<file path="src/rtl/pix_pack_pkg.sv">
// Shared constants and types for the 4-lane 12-bit pixel to 128-bit word packer.
package pix_pack_pkg;

  localparam int PIX_W  = 12;
  localparam int LANES  = 4;
  localparam int BEAT_W = PIX_W * LANES;
  localparam int WORD_W = 128;
  localparam int ACC_W  = WORD_W + BEAT_W;
  localparam int FILL_W = 8;

  typedef struct packed {
    logic              sof;
    logic              eol;
    logic [WORD_W-1:0] data;
  } fifo_entry_t;

  typedef enum logic {
    ST_IDLE   = 1'b0,
    ST_ACTIVE = 1'b1
  } frame_state_t;

endpackage

</file>
<file path="src/rtl/pack_sync_fifo.sv">
// Single-clock first-word-fall-through FIFO: rd_data shows the head entry whenever !empty.
module pack_sync_fifo #(
  parameter int WIDTH = 8,
  parameter int DEPTH = 4
) (
  input  logic                   clk,
  input  logic                   rst,
  input  logic                   wr_en,
  input  logic [WIDTH-1:0]       wr_data,
  input  logic                   rd_en,
  output logic [WIDTH-1:0]       rd_data,
  output logic                   full,
  output logic                   empty,
  output logic [$clog2(DEPTH):0] count
);

  localparam int AW = $clog2(DEPTH);

  logic [WIDTH-1:0] mem [DEPTH];
  logic [AW-1:0]    wr_ptr;
  logic [AW-1:0]    rd_ptr;
  logic             wr_ok;
  logic             rd_ok;

  assign full    = (count == (AW + 1)'(DEPTH));
  assign empty   = (count == '0);
  assign rd_ok   = rd_en & ~empty;
  // a pop frees the head slot in the same cycle, so a push while full still lands
  assign wr_ok   = wr_en & (~full | rd_ok);
  assign rd_data = mem[rd_ptr];

  always_ff @(posedge clk) begin
    if (wr_ok) mem[wr_ptr] <= wr_data;
  end

  always_ff @(posedge clk) begin
    if (rst) begin
      wr_ptr <= '0;
      rd_ptr <= '0;
      count  <= '0;
    end else begin
      if (wr_ok) wr_ptr <= wr_ptr + 1'b1;
      if (rd_ok) rd_ptr <= rd_ptr + 1'b1;
      case ({wr_ok, rd_ok})
        2'b10:   count <= count + 1'b1;
        2'b01:   count <= count - 1'b1;
        default: count <= count;
      endcase
    end
  end

endmodule

</file>
<file path="src/rtl/pix4_ddr_packer.sv">
// Packs 4-lane 12-bit pixel beats into 128-bit words with frame/line markers behind a FWFT FIFO.
// Build option PACK_TESTPAT_EN: test_mode replaces pixels with a per-line ramp.
//   state     | meaning
//   ST_IDLE   | waiting for fval rising edge; beats ignored
//   ST_ACTIVE | inside a frame; beats packed, lines counted
module pix4_ddr_packer
  import pix_pack_pkg::*;
#(
  parameter int LINE_BEATS = 512,
  parameter int FIFO_DEPTH = 8,
  parameter int FCNT_W     = 16
) (
  input  logic              clk_txg,
  input  logic              rst_tx,
  input  logic              fval,
  input  logic              lval,
  input  logic [PIX_W-1:0]  chan_f0,
  input  logic [PIX_W-1:0]  chan_f1,
  input  logic [PIX_W-1:0]  chan_f2,
  input  logic [PIX_W-1:0]  chan_f3,
  input  logic              test_mode,
  output logic [WORD_W-1:0] dout,
  output logic              dout_valid,
  input  logic              dout_ready,
  output logic              dout_sof,
  output logic              dout_eol,
  output logic              ovf,
  output logic              line_err,
  input  logic              err_clr,
  output logic [11:0]       line_cnt,
  output logic [FCNT_W-1:0] frame_cnt
);

  localparam int BC_W = $clog2(LINE_BEATS + 1) + 1;

  logic                        fval_q, lval_q, fval_d;
  logic [BEAT_W-1:0]           pix_q, beat_pix;
  frame_state_t                state, state_nxt;
  logic                        fval_rise, fval_fall, arm, frame_done, active;
  logic                        beat, line_end, in_line, sof_armed;
  logic [BC_W-1:0]             beat_cnt;
  logic [ACC_W-1:0]            acc, acc_sum;
  logic [FILL_W-1:0]           fill, fill_sum;
  logic                        word_full, push_norm, push_flush;
  logic [WORD_W-1:0]           word;
  logic                        word_vld, word_sof, word_flush, word_eol;
  logic                        pop, fifo_full, fifo_empty, ovf_evt;
  fifo_entry_t                 wr_entry, rd_entry;
  logic [$clog2(FIFO_DEPTH):0] unused_fifo_cnt;

  // Input stage is free-running so a reset inside a frame cannot fake an fval edge.
  always_ff @(posedge clk_txg) begin
    fval_q <= fval;
    lval_q <= lval;
    fval_d <= fval_q;
    pix_q  <= {chan_f3, chan_f2, chan_f1, chan_f0};
  end

`ifdef PACK_TESTPAT_EN
  logic test_mode_q;
  always_ff @(posedge clk_txg) test_mode_q <= test_mode;

  always_comb begin
    beat_pix = pix_q;
    if (test_mode_q) begin
      for (int k = 0; k < LANES; k++)
        beat_pix[k*PIX_W +: PIX_W] = PIX_W'(int'(beat_cnt) * LANES + k);
    end
  end
`else
  logic unused_test_mode;
  assign unused_test_mode = test_mode;
  assign beat_pix         = pix_q;
`endif

  assign fval_rise = fval_q & ~fval_d;
  assign fval_fall = ~fval_q & fval_d;

  always_ff @(posedge clk_txg) begin
    if (rst_tx) state <= ST_IDLE;
    else        state <= state_nxt;
  end

  always_comb begin
    state_nxt = state;
    case (state)
      ST_IDLE:   if (fval_rise) state_nxt = ST_ACTIVE;
      ST_ACTIVE: if (fval_fall) state_nxt = ST_IDLE;
      default:   state_nxt = ST_IDLE;
    endcase
  end

  always_comb begin
    arm        = 1'b0;
    frame_done = 1'b0;
    active     = 1'b0;
    case (state)
      ST_IDLE: begin
        arm    = fval_rise;
        active = fval_rise;
      end
      ST_ACTIVE: begin
        active     = 1'b1;
        frame_done = fval_fall;
      end
      default: ;
    endcase
  end

  assign beat       = active & fval_q & lval_q;
  assign line_end   = in_line & ~(fval_q & lval_q);
  assign acc_sum    = acc | (ACC_W'(beat_pix) << fill);
  assign fill_sum   = fill + FILL_W'(BEAT_W);
  assign word_full  = (fill_sum >= FILL_W'(WORD_W));
  assign push_norm  = beat & word_full;
  assign push_flush = line_end & (fill != '0);

  // One-word holding stage lets the last word of a line pick up eol once the line end is seen.
  always_ff @(posedge clk_txg) begin
    if (rst_tx) begin
      acc        <= '0;
      fill       <= '0;
      in_line    <= 1'b0;
      beat_cnt   <= '0;
      sof_armed  <= 1'b0;
      word       <= '0;
      word_vld   <= 1'b0;
      word_sof   <= 1'b0;
      word_flush <= 1'b0;
    end else begin
      word_vld <= push_norm | push_flush;
      if (push_norm | push_flush) begin
        word_sof   <= sof_armed;
        word_flush <= push_flush;
        word       <= push_norm ? acc_sum[WORD_W-1:0] : acc[WORD_W-1:0];
      end
      if (arm)                          sof_armed <= 1'b1;
      else if (push_norm | push_flush)  sof_armed <= 1'b0;
      if (beat) begin
        in_line <= 1'b1;
        if (beat_cnt != '1) beat_cnt <= beat_cnt + 1'b1;
        if (word_full) begin
          acc  <= acc_sum >> WORD_W;
          fill <= fill_sum - FILL_W'(WORD_W);
        end else begin
          acc  <= acc_sum;
          fill <= fill_sum;
        end
      end else if (line_end) begin
        in_line  <= 1'b0;
        beat_cnt <= '0;
        acc      <= '0;
        fill     <= '0;
      end
    end
  end

  assign word_eol = word_flush | (line_end & (fill == '0));
  assign pop      = dout_valid & dout_ready;
  assign ovf_evt  = word_vld & fifo_full & ~pop;

  always_comb begin
    wr_entry      = '0;
    wr_entry.sof  = word_sof;
    wr_entry.eol  = word_eol;
    wr_entry.data = word;
  end

  pack_sync_fifo #(
    .WIDTH($bits(fifo_entry_t)),
    .DEPTH(FIFO_DEPTH)
  ) u_fifo (
    .clk    (clk_txg),
    .rst    (rst_tx),
    .wr_en  (word_vld),
    .wr_data(wr_entry),
    .rd_en  (pop),
    .rd_data(rd_entry),
    .full   (fifo_full),
    .empty  (fifo_empty),
    .count  (unused_fifo_cnt)
  );

  assign dout       = rd_entry.data;
  assign dout_valid = ~fifo_empty;
  assign dout_sof   = rd_entry.sof & ~fifo_empty;
  assign dout_eol   = rd_entry.eol & ~fifo_empty;

  always_ff @(posedge clk_txg) begin
    if (rst_tx) begin
      line_cnt  <= '0;
      frame_cnt <= '0;
      line_err  <= 1'b0;
      ovf       <= 1'b0;
    end else begin
      if (arm)                               line_cnt <= '0;
      else if (line_end && line_cnt != '1)   line_cnt <= line_cnt + 1'b1;
      if (frame_done) frame_cnt <= frame_cnt + 1'b1;
      if (line_end && beat_cnt != BC_W'(LINE_BEATS)) line_err <= 1'b1;
      else if (err_clr)                              line_err <= 1'b0;
      if (ovf_evt)      ovf <= 1'b1;
      else if (err_clr) ovf <= 1'b0;
    end
  end

endmodule

</file>
<file path="config.mk">
export PLATFORM = sky130hd
export DESIGN_NAME = pix4_ddr_packer
export DESIGN_NICKNAME = d
export VERILOG_FILES = /design/src/rtl/pix_pack_pkg.sv /design/src/rtl/pack_sync_fifo.sv /design/src/rtl/pix4_ddr_packer.sv
export SDC_FILE = /design/constraint.sdc
export NUM_CORES = 2
export LEC_CHECK = 0
export BUFFER_PORTS_ARGS = -buffer_cell sky130_fd_sc_hd__buf_2
export CAP_MARGIN = 10
export CORE_MARGIN = 4
export CORE_UTILIZATION = 55
export CTS_CLUSTER_DIAMETER = 80
export CTS_CLUSTER_SIZE = 12
export DETAILED_ROUTE_END_ITERATION = 10
export PLACE_DENSITY = 0.82
export SYNTH_ARGS = -nofsm -noshare
export SYNTH_HDL_FRONTEND = slang
export SYNTH_SLANG_ARGS = --single-unit
export TNS_END_PERCENT = 1
</file>
<file path="constraint.sdc">
create_clock -name clk_txg -period 12.6 [get_ports clk_txg]
set_input_delay 2.52 -clock clk_txg [delete_from_list [all_inputs] [get_ports clk_txg]]
set_output_delay 2.52 -clock clk_txg [all_outputs]
set_load 0.05 [all_outputs]
</file>
# Yosys cells after proc, flatten, opt, wreduce, memory -nomap -nowiden
# Memory sizes are Yosys's and may differ from the RTL's. A register that Yosys moved wholly into a read port is not among the register bits.
# Index checks and enable logic that the tools add are counted.
# Widths: inputs -> output; s select.
# word_totals
register_bits	420
mem_bits_rw	1040
inputBits	55
out_inout_bits	161
word_cells	107
memories	1
# mem_list
memory	depth	width	rd	rd_clocked_by_memory_dff	wr	line_no	rtl
u_fifo.mem	8	130	1	1	1	pack_sync_fifo.sv:19	logic [WIDTH-1:0] mem [DEPTH];
# op_classes
add_sub_neg	9
n_lt_le_gt_ge	1
eq_ne	7
shifts	1
mux	28
bitwise	27
reduce_logical	12
# ops
operator	count
$mux 176	3
$or 176x176->176	1
$shl 48x8->176	1
$mux 128	1
$mux 11	3
$mux 8	3
$add 16x1->16 const B	1
$and 1x1->1	16
$mux 1	13
$add 12x1->12 const B	1
$ne 12x12->1 const B	1
$add 11x1->11 const B	1
$ne 11x10->1 const B	1
$ne 11x11->1 const B	1
$reduce_bool 2->1	5
$add 8x6->8 const B	1
$ge 8x8->1 const B	1
$logic_not 8->1	1
$pmux 4 s2	1
$reduce_bool 8->1	1
$sub 8x8->8 const B	1
$not 1->1	7
$add 3x1->3 const B	2
$mux 3	2
12 further kinds	16

# Depth between registers and ports, before layout
# depth
word_depth	9
depth_mapped	10
mapped_depth_nobuf	10

# Modules after synthesis
# A second synthesis with hierarchy kept.
# hier_totals
hier_cells	3480
hier_area_um2	56900.8
# by_module_without_submodules
module	instances	cells_per_inst	area_each_um2	seq_area_each_um2
pack_sync_fifo	1	1588	40078.4	31490.2
pix4_ddr_packer	1	1892	16822.4	8127.8

# Worst setup path after synthesis
# Ideal clock, no wire load.
# synth_timing
kind	in2reg
from	input port dout_ready
to	memory u_fifo.mem[0][0] in the netlist's numbering (enable)
setup_ns	0.779
arrival_ns	11.840
required_ns	11.821
path_slack_ns	-0.019
cell_stages	4
n_path_buf	0
path_cell_list	inv_1 a31oi_1 nand2b_1 nor3_1
# synth_via
elab_chain_len	6
# synth_rtl
item	line_no	rtl
start: declaration	pix4_ddr_packer.sv:24	input logic dout_ready,
$and 1x1->1	pix4_ddr_packer.sv:159	assign pop = dout_valid & dout_ready;
$and 1x1->1	pack_sync_fifo.sv:27	assign rd_ok = rd_en & ~empty;
$or 1x1->1	pack_sync_fifo.sv:29	assign wr_ok = wr_en & (~full | rd_ok);
$and 1x1->1	pack_sync_fifo.sv:29	
$mux 1	pack_sync_fifo.sv:33	if (wr_ok) mem[wr_ptr] <= wr_data;
$mux 1 (implied by the code)	pack_sync_fifo.sv:33	
end: declaration	pack_sync_fifo.sv:19	
# Every way passes these cells.

==> results.sh <==
export IMPL_status="finished, final reports clean"
export IMPL_reg2reg_setup_slack_ns=8.11
export IMPL_postCtsSetupRepairBufs=0
export IMPL_num_rows=117
export IMPL_io_pin_count=216
export IMPL_fp_dieW_um=329
export IMPL_coreArea_um2=102000
export IMPL_num_vias=32900
export IMPL_async_reset_ff_share_pct=0
export IMPL_ys_seq_elements=1459
export IMPL_wl_um=141000
export IMPL_port_buffers=214
export IMPL_synthCells=3527
export IMPL_drt_pass1_iterations=7
export IMPL_fillers=6897
export IMPL_clockBufferDepth=3
export IMPL_cts_buffers=139
export IMPL_synth_nets=3594
export IMPL_cts_hold_buf=0
export IMPL_fmax_mhz=141
export IMPL_routabilityCongestion=0.961
export IMPL_cts_sinks=1459
export IMPL_critPathCaptureType="output pin"
export IMPL_drt_iter0_drc=4215
export IMPL_layout_min_cycle_time_ns=7.08
export IMPL_fin_worst_hold_slack_ns=0.478
export IMPL_clk_pin_slew_ns=0.06
export IMPL_synth_top_area_cell="edfxtp_1"
export IMPL_antenna_left=0
export IMPL_cts_max_level=4
export IMPL_p_leak_nw=20.7
export IMPL_power_density_nw_per_um2=147
export IMPL_antenna_found_initial=5
export IMPL_yosysUniqueCellTypes=76
export IMPL_clk_latency_ns=0.76
export IMPL_final_layout_size_suffix_gt1_share_pct=22.9
export IMPL_via_per_inst=6.37
export IMPL_synth_area_um2=56600
export IMPL_tns_ns=0
export IMPL_regArea_um2=39600
export IMPL_yosys_area_top_type_share_pct=55.2
export IMPL_multi_input_area_um2=15900
export IMPL_worst_pin_slew_ns=1.17
export IMPL_worstPathMaxFanout=52
export IMPL_dieHeight_um=329
export IMPL_hp_class="reg -> reg"
export IMPL_synth_edf_count=1040
export IMPL_post_drt_wl_per_cell_um=27.2
export IMPL_arrival_ns=4.56
export IMPL_drv_slew=0
export IMPL_yosys_warnings=0
export IMPL_synth_flop_cell="edfxtp_1"
export IMPL_cts_tree="done"
export IMPL_nNetsFinal=3772
export IMPL_synth_most_common_cell="edfxtp_1"
export IMPL_grt_setup_unrepaired="false"
export IMPL_slew_headroom_pct=21.4
export IMPL_yosysSeqAreaShare_pct=70.0
export IMPL_post_route_period_util_pct=56.2
export IMPL_peakVddDrop_mv=0.117
export IMPL_overflow=0
export IMPL_track_usage_pct=25.9
export IMPL_grt_max_degree=142
export IMPL_finClkSkew_ns=0.0325
export IMPL_crit_type="reg -> out"
export IMPL_grt_pass1_vias=32600
export IMPL_ys_top_cells_by_area="edfxtp_1, dfxtp_1, mux4_2, mux2_2, nand2_1"
export IMPL_cts_root_buf="clkbuf_16"
export IMPL_route_detailed_drc=0
export IMPL_crit_required_ns=10.08
export IMPL_hold_viol=0
export IMPL_area_growth_pct=11.1
export IMPL_cts_resized=0
export IMPL_grt_pass1_wl_um=209000
export IMPL_synth_common_cells="edfxtp_1, dfxtp_1, nand2_1"
export IMPL_startpoint_type="register"
export IMPL_avgSynthCellArea_um2=16.0
export IMPL_setup_violations=0
export IMPL_start_util_pct=55.5
export IMPL_dieArea_um2=108000
export IMPL_cap_violations=0
export IMPL_hpwl_um=81500
[cells by family (layout without fill, tap and decap cells)]
kind of cell	Yosys count	count (layout)	share of synthesized area, %
other cells	0	2	0
buf+inv	242	512	2.07
xor+xnor	35	35	0.542
simple gates	729	729	5.92
fa+ha+maj	12	12	0.279
flops	1459	1459	70.0
compound gates	610	610	7.29
mux	440	440	13.9
[worst paths after layout]
check	cells after the start	startpoint	endpoint
worst max-delay path	5	register	dout[24]
worst min-delay path	2	acc[61]	acc[61]
worst max register to register	9	fill[4]	word[25]
worst min register to register	2	acc[61]	acc[61]
[sequential cells by signal (all words and copies together), names as in the netlist, 3 cells and up, named ones only]
register / cells
acc: 176
beat_cnt: 11
beat_pix: 48
fill: 4
frame_cnt: 16
line_cnt: 12
u_fifo.count: 4
u_fifo.mem: 1040
u_fifo.rd_ptr: 3
u_fifo.wr_ptr: 3
word: 128
[cell type report]
class / instances / area share (%)
sequential: 1459 / 63.0
multi-input combinational: 1826 / 25.3
clock buffer: 221 / 6.15
tap: 1368 / 2.72
timing repair buffer: 257 / 2.36
clock inverter: 12 / 0.336
inverter: 22 / 0.131
antenna: 2 / 0.00795
[layer usage]
| layer | part of all wire, % | track usage (%) | wire length [µm] | up-vias |
|---|---|---|---|---|
| met5 | 0.0092 | 0 | 13 | - |
| met4 | 4.2 | 10.7 | 5930 | 2 |
| met3 | 9.4 | 5.09 | 13300 | 310 |
| met2 | 48 | 41.4 | 68100 | 1929 |
| met1 | 38 | 35.3 | 53400 | 16700 |
| li1 | - | - | - | 14000 |
[metrics by stage]
stage	power [W]	std cells	utilization (%)	instance area (µm²)	worst slack, ns
final	0.00926	5167	61.7	62900	5.52
after global routing	0.00952	5165	61.7	62900	5.12
after CTS	0.00929	5164	61.6	62900	5.35
after detailed placement	0.00550	4931	57.6	58800	6.19
after global placement	0.00549	4931	57.6	58800	6.20
after floorplan	0.00541	3527	-	56600	0.00206
[worst max-delay path, cell delays in order (launching register included)]
cell	delay [ns]
dfxtp_4	0.80
buf_4	0.78
buf_4	0.92
mux4_2	0.63
mux2_2	0.33
buf_2	0.23
[power by group]
part | total [W] | switching [W] | internal [W]
Clock | 0.00386 | 0.00173 | 0.00213
Sequential | 0.00514 | 0.0000381 | 0.00510
Combinational | 0.000266 | 0.000181 | 0.0000855
Total | 0.00926 | 0.00195 | 0.00732
[placed cells by master (no fill, tap or decap), drive strengths merged, types with 10 or more instances in the layout]
master     n
o21ai     78
edfxtp  1040
xnor2     10
a221o     18
a22o      31
nand4     13
mux2     144
nand2    306
mux4     260
a311o     15
a22oi     38
nor2     219
buf      257
and3      40
ha        11
xor2      25
and2      53
nor3      32
inv       25
mux2i     36
a211oi    70
nand3     15
a21oi    214
a21o      71
clkbuf   221
dfxtp    419
Note: power is estimated with default switching activity, not from simulation.
